===== config.mk =====
export PLATFORM = sky130hd
export DESIGN_NAME = interrupt_controller_multi
export DESIGN_NICKNAME = d
export VERILOG_FILES = /design/src/rtl/interrupt_controller_multi.sv
export SDC_FILE = /design/constraint.sdc
export NUM_CORES = 1
export LEC_CHECK = 0
export CORE_MARGIN = 2
export CORE_UTILIZATION = 42
export CTS_CLUSTER_DIAMETER = 30
export DETAILED_ROUTE_END_ITERATION = 7
export HOLD_SLACK_MARGIN = 0.06
export PLACE_DENSITY = 0.84
export SLEW_MARGIN = 20
export SYNTH_ARGS = -nofsm -noshare
export SYNTH_HDL_FRONTEND = slang
export SYNTH_SLANG_ARGS = --single-unit

===== constraint.sdc =====
create_clock -name clk_from_external -period 2.1 [get_ports clk_from_external]
set_clock_uncertainty 0.2 [all_clocks]
set_input_delay 0.42 -clock clk_from_external [delete_from_list [all_inputs] [get_ports clk_from_external]]
set_output_delay 0.42 -clock clk_from_external [all_outputs]
set_load 0.01 [all_outputs]

===== src/rtl/interrupt_controller_multi.sv =====
// rtl/interrupt_controller_multi.sv - multi-line fixed-priority interrupt controller with vector and EOI handshake
module interrupt_controller_multi #(
    parameter int          NUM_IRQ       = 8,
    parameter int          SYNC_STAGES   = 2,
    parameter logic [31:0] VECTOR_BASE   = 32'h0000_0100,
    parameter int          VECTOR_STRIDE = 4,
    parameter int          ID_W          = 5
) (
    input  logic               clk_from_external,
    input  logic               reset_from_external,
    input  logic [NUM_IRQ-1:0] irq_from_external,
    input  logic               cfg_we,
    input  logic [1:0]         cfg_addr,
    input  logic [31:0]        cfg_wdata,
    output logic [31:0]        cfg_rdata,
    output logic               interrupt_request_to_cpu,
    output logic [31:0]        interrupt_vector_to_cpu,
    output logic [ID_W-1:0]    interrupt_id_to_cpu,
    input  logic               interrupt_grant_from_pc,
    input  logic               interrupt_return_from_cpu
);

    typedef enum logic [1:0] {
        IDLE    = 2'd0,
        REQUEST = 2'd1,
        SERVICE = 2'd2
    } state_e;

    logic [NUM_IRQ-1:0] sync_q [SYNC_STAGES];
    logic [NUM_IRQ-1:0] sync_d [SYNC_STAGES];
    logic [NUM_IRQ-1:0] prev_q, prev_d;
    logic [NUM_IRQ-1:0] enable_q, enable_d;
    logic [NUM_IRQ-1:0] edge_mode_q, edge_mode_d;
    logic [NUM_IRQ-1:0] pending_q, pending_d;
    state_e             state_q, state_d;
    logic [ID_W-1:0]    id_q, id_d;
    logic [31:0]        vector_q, vector_d;

    logic [NUM_IRQ-1:0] s, rise, eligible, w1c, grant_clr, clr, id_onehot;
    logic               any_eligible;
    logic [ID_W-1:0]    win_id;
    logic [31:0]        win_vector;
    logic [31:0]        status;
    logic               unused_wdata;

    assign unused_wdata = ^cfg_wdata;

    assign s         = sync_q[SYNC_STAGES-1];
    assign rise      = s & ~prev_q;
    assign eligible  = pending_q & enable_q;
    assign id_onehot = NUM_IRQ'(1) << id_q;

    always_comb begin
        sync_d[0] = irq_from_external;
        for (int i = 1; i < SYNC_STAGES; i++) begin
            sync_d[i] = sync_q[i-1];
        end
        prev_d = s;
    end

    // Lowest index wins: scan downwards so the last hit is the smallest.
    always_comb begin
        win_id       = '0;
        any_eligible = 1'b0;
        for (int i = NUM_IRQ-1; i >= 0; i--) begin
            if (eligible[i]) begin
                win_id       = ID_W'(i);
                any_eligible = 1'b1;
            end
        end
        win_vector = VECTOR_BASE + 32'(win_id) * 32'(VECTOR_STRIDE);
    end

    always_comb begin
        state_d   = state_q;
        id_d      = id_q;
        vector_d  = vector_q;
        grant_clr = '0;
        case (state_q)
            IDLE: begin
                if (any_eligible) begin
                    state_d  = REQUEST;
                    id_d     = win_id;
                    vector_d = win_vector;
                end
            end
            REQUEST: begin
                if (interrupt_grant_from_pc) begin
                    state_d   = SERVICE;
                    grant_clr = id_onehot;
                end else if ((eligible & id_onehot) == '0) begin
                    state_d = IDLE;
                end
            end
            SERVICE: begin
                if (interrupt_return_from_cpu) begin
                    state_d = IDLE;
                end
            end
            default: state_d = IDLE;
        endcase
    end

    // Edge bits are sticky with set-over-clear; level bits just follow s one cycle late.
    always_comb begin
        enable_d    = enable_q;
        edge_mode_d = edge_mode_q;
        w1c         = '0;
        if (cfg_we) begin
            case (cfg_addr)
                2'd0:    enable_d    = cfg_wdata[NUM_IRQ-1:0];
                2'd1:    edge_mode_d = cfg_wdata[NUM_IRQ-1:0];
                2'd2:    w1c         = cfg_wdata[NUM_IRQ-1:0];
                default: ;
            endcase
        end
        clr       = w1c | grant_clr;
        pending_d = (((pending_q & ~clr) | rise) & edge_mode_q) | (s & ~edge_mode_q);
    end

    always_comb begin
        status       = '0;
        status[0]    = (state_q == SERVICE);
        status[1]    = (state_q == REQUEST);
        status[12:8] = 5'(id_q);
        case (cfg_addr)
            2'd0:    cfg_rdata = 32'(enable_q);
            2'd1:    cfg_rdata = 32'(edge_mode_q);
            2'd2:    cfg_rdata = 32'(pending_q & edge_mode_q);
            default: cfg_rdata = status;
        endcase
    end

    always_ff @(posedge clk_from_external or negedge reset_from_external) begin
        if (!reset_from_external) begin
            for (int i = 0; i < SYNC_STAGES; i++) begin
                sync_q[i] <= '0;
            end
            prev_q      <= '0;
            enable_q    <= '0;
            edge_mode_q <= '0;
            pending_q   <= '0;
            state_q     <= IDLE;
            id_q        <= '0;
            vector_q    <= '0;
        end else begin
            for (int i = 0; i < SYNC_STAGES; i++) begin
                sync_q[i] <= sync_d[i];
            end
            prev_q      <= prev_d;
            enable_q    <= enable_d;
            edge_mode_q <= edge_mode_d;
            pending_q   <= pending_d;
            state_q     <= state_d;
            id_q        <= id_d;
            vector_q    <= vector_d;
        end
    end

    assign interrupt_request_to_cpu = (state_q == REQUEST);
    assign interrupt_vector_to_cpu  = vector_q;
    assign interrupt_id_to_cpu      = id_q;

endmodule

==> results.md, run 1 <==
- WHS Path Cells: 0
- Final hold viol count: 0
- Power per cell area: 944 mW/mm^2
- Area leader, netlist: dfrtp_1
- Row cnt: 29
- All-Layer GR Usage: 16.0%
- Slowest stage delay, CP: 0.47 ns
- Global route overflow: 0
- Top cells by count, synth: buf_4, dfrtp_1, nand2_1, mux2_2, mux2i_1
- Setup violations, final: 0
- Synth Flop Type: dfrtp_1
- Register area share after synthesis: 50.2%
- Initial DRC Count: 165
- Fmax: 483 MHz
- Fraction of layout cells with a size suffix above 1: 22.0%
- Fin crit share: 98.6%
- R2R cell count: 5
- Antenna-violating nets left: 0
- Drt total wl: 5360 um
- Unique cell type count in the Yosys netlist: 37
- H-tree depth: 2
- Wire length of the first global-routing pass: 8900 um
- Post-synthesis average cell area: 11.3 um^2
- Flop2flop setup slack: 0.30 ns
- WL/cell: 14.0 um
- Finished Core Util: 51.2%
- Worst path arrival time: 1.45 ns
- Placer congestion estimate: 0.918
- Final HPWL DP: 4050 um
- Slowest-stage cell, CP: mux4_2
- Hold Crit Class: flop to flop
- Yosys warnings: 0
- Register bit total from synthesis: 54
- Worst-path clk slew: 0.09 ns
- WHS Endpoint: prev_d[0]
- Post-synth EDFFs: 0
- Core ar.: 0.00628 mm^2
- Vias in the first global route: 1805
- Die area: 0.00706 mm^2
- Largest net degree at the start of global routing: 55
- Sequential Area: 0.00135 mm^2
- Top cell type's share of synthesized area: 50.2%
- Number of antenna violations at the first check in global routing: 0
- Crit end category: output pin
- CP required: 1.48 ns
- CP Max Fanout: 3
- Peak supply drop: 0.475 mV
- Die Wd: 84.0 um
- Filler cells: 580
- Routed vias/inst: 4.84
- Hold path startpoint: sync_d[0]
- Mapped Area: 0.00269 mm^2
- Bufs on Longest Clock Path: 2
- Worst R2R Start: enable_q[1]
- Crit. Startpoint: state_q[0]
- CTS tree: built
- Final Critical Period: 2.07 ns
- Worst Setup Start Kind: flop
- Most frequent cell after synthesis: buf_4
- Total power: 3.04 mW
- Outcome: completed
- Area of the multi-input gates: 0.00109 mm^2
- Nets: 352
- Final Slew Violations: 0
- First drt pass iteration count: 4
- Die Ht: 84.0 um
- Ant. Diodes: 0
- Root Buffer: clkbuf_8
- RSZ-0062 raised after global routing: yes
- Initial Utilization: 42.9%
- Leakage Power: 1.55 nW
- Port Buf Inserts: 41
- IO Pins: 117
- Area grow syn2layout: 19.6%
- Synth top area cells: dfrtp_1, buf_4, mux2_2, nand2_1, mux2i_1
- CTS Sinks: 54
- Async SR Flop Fraction: 100%
- Crit path kind: flop to output pin
- Worst skew pair latency: 0.30 ns
- Gate count after technology mapping: 239
- RR Endpoint: interrupt_id_to_cpu[0]
- Via count: 1848
- Max-Cap Viols: 0
- CP cell instances: nor2b_4 -> mux4_2 -> buf_6
- Cts bufs inserted: 5
- # DRC: 0
cells in the final DEF (no fill, tap or decap), drive strengths merged, types with 3 or more instances in the layout:
cell	netlist	final
o21ai	5	5
a221oi	6	6
dlygate4sd2	0	5
conb	1	51
nand2	27	27
clkdlybuf4s50	0	26
nand3	7	7
nand2b	3	3
clkbuf	2	5
nor2	4	4
mux2	17	17
a21oi	6	6
a21o	5	5
mux2i	8	8
and3	4	4
dfrtp	54	54
buf	58	36
o22ai	7	7
nor2b	4	4
through the flow:
| stage | hold slack, ns | setup slack [ns] | cell area [um^2] | setup TNS [ns] | std cells |
|---|---|---|---|---|---|
| floorplan | -0.0756 | 0.319 | 2880 | 0 | 289 |
| global placement | 0.132 | -0.591 | 3120 | -7.91 | 369 |
| detailed placement | 0.136 | -0.614 | 3120 | -7.97 | 369 |
| CTS | 0.156 | 0.00688 | 3220 | 0 | 382 |
| global route | 0.165 | -0.0243 | 3220 | -0.0243 | 382 |
| finish | 0.155 | 0.0303 | 3220 | 0 | 382 |
routing by layer:
| metal | global-route usage [%] | vias up | part of all wire, % |
|---|---|---|---|
| li1 | - | 869 | - |
| met1 | 21.6 | 896 | 45 |
| met2 | 26.0 | 79 | 48 |
| met3 | 3.46 | 4 | 5.9 |
| met4 | 4.69 | 0 | 0.69 |
| met5 | 0 | - | 0 |
how the worst max path moves through the flow:
stage	end	slack, ns	cells past startpoint
5_1_grt	cfg_rdata[1]	-0.02	3
4_1_cts	cfg_rdata[0]	0.007	6
6_report	cfg_rdata[1]	0.03	3
3_3_place_gp	cfg_rdata[2]	-0.59	6
3_5_place_dp	cfg_rdata[3]	-0.61	6
2_1_floorplan	cfg_rdata[0]	0.32	4
critical path, delay by kind of cell, from the launching register on:
kind	cells	cell delay, ns
DFF	1	0.41
muxes	1	0.47
and+or+nand+nor	1	0.14
buffers and inverters	1	0.14
cell type report:
type | count | share of cell area, %
multi-input combinational | 174 | 34.0
timing repair buffer | 69 | 18.4
clock buffer | 5 | 2.14
tap | 77 | 2.99
sequential | 54 | 42.0
inverter | 1 | 0.117
clock inverter | 2 | 0.311
flip-flops by register name, indices dropped and copies added (netlist names):
name,flops
edge_mode_q,8
enable_q,8
pending_q,8
prev_d,8
prev_q,8
sync_d,8
interrupt_id_to_cpu,2
interrupt_vector_to_cpu,2
state_q,2
cells by family (layout without fill, tap and decap cells):
| family | Yosys count | after routing | share of synthesized area [%] |
|---|---|---|---|
| buf+inv | 61 | 77 | 16.3 |
| simple gates | 58 | 58 | 12.0 |
| flops | 54 | 54 | 50.2 |
| mux | 26 | 26 | 10.9 |
| compound gates | 39 | 39 | 10.3 |
| other cells | 1 | 51 | 0.139 |
power breakdown:
| part | internal (mW) | switching [mW] |
|---|---|---|
| logic | 0.582 | 0.564 |
| clock network | 0.224 | 0.309 |
| registers | 1.20 | 0.157 |
| total | 2.01 | 1.03 |
timing repair:
action	CTS	global route
pin swaps	2	2
buffers inserted	4	0
hold buffers	1	0
endpoints found under the hold margin	54	0
endpoints found under the setup margin	12	5
gates resized for setup	41	3
cloned	1	0
Power figures use the tool's default switching activity.
==> run 2: changes to the inputs <==
- CTS_CLUSTER_DIAMETER: 30 -> 200
==> results of run 2 <==
The final DEF is identical to that of run 1; final timing and power are the same.
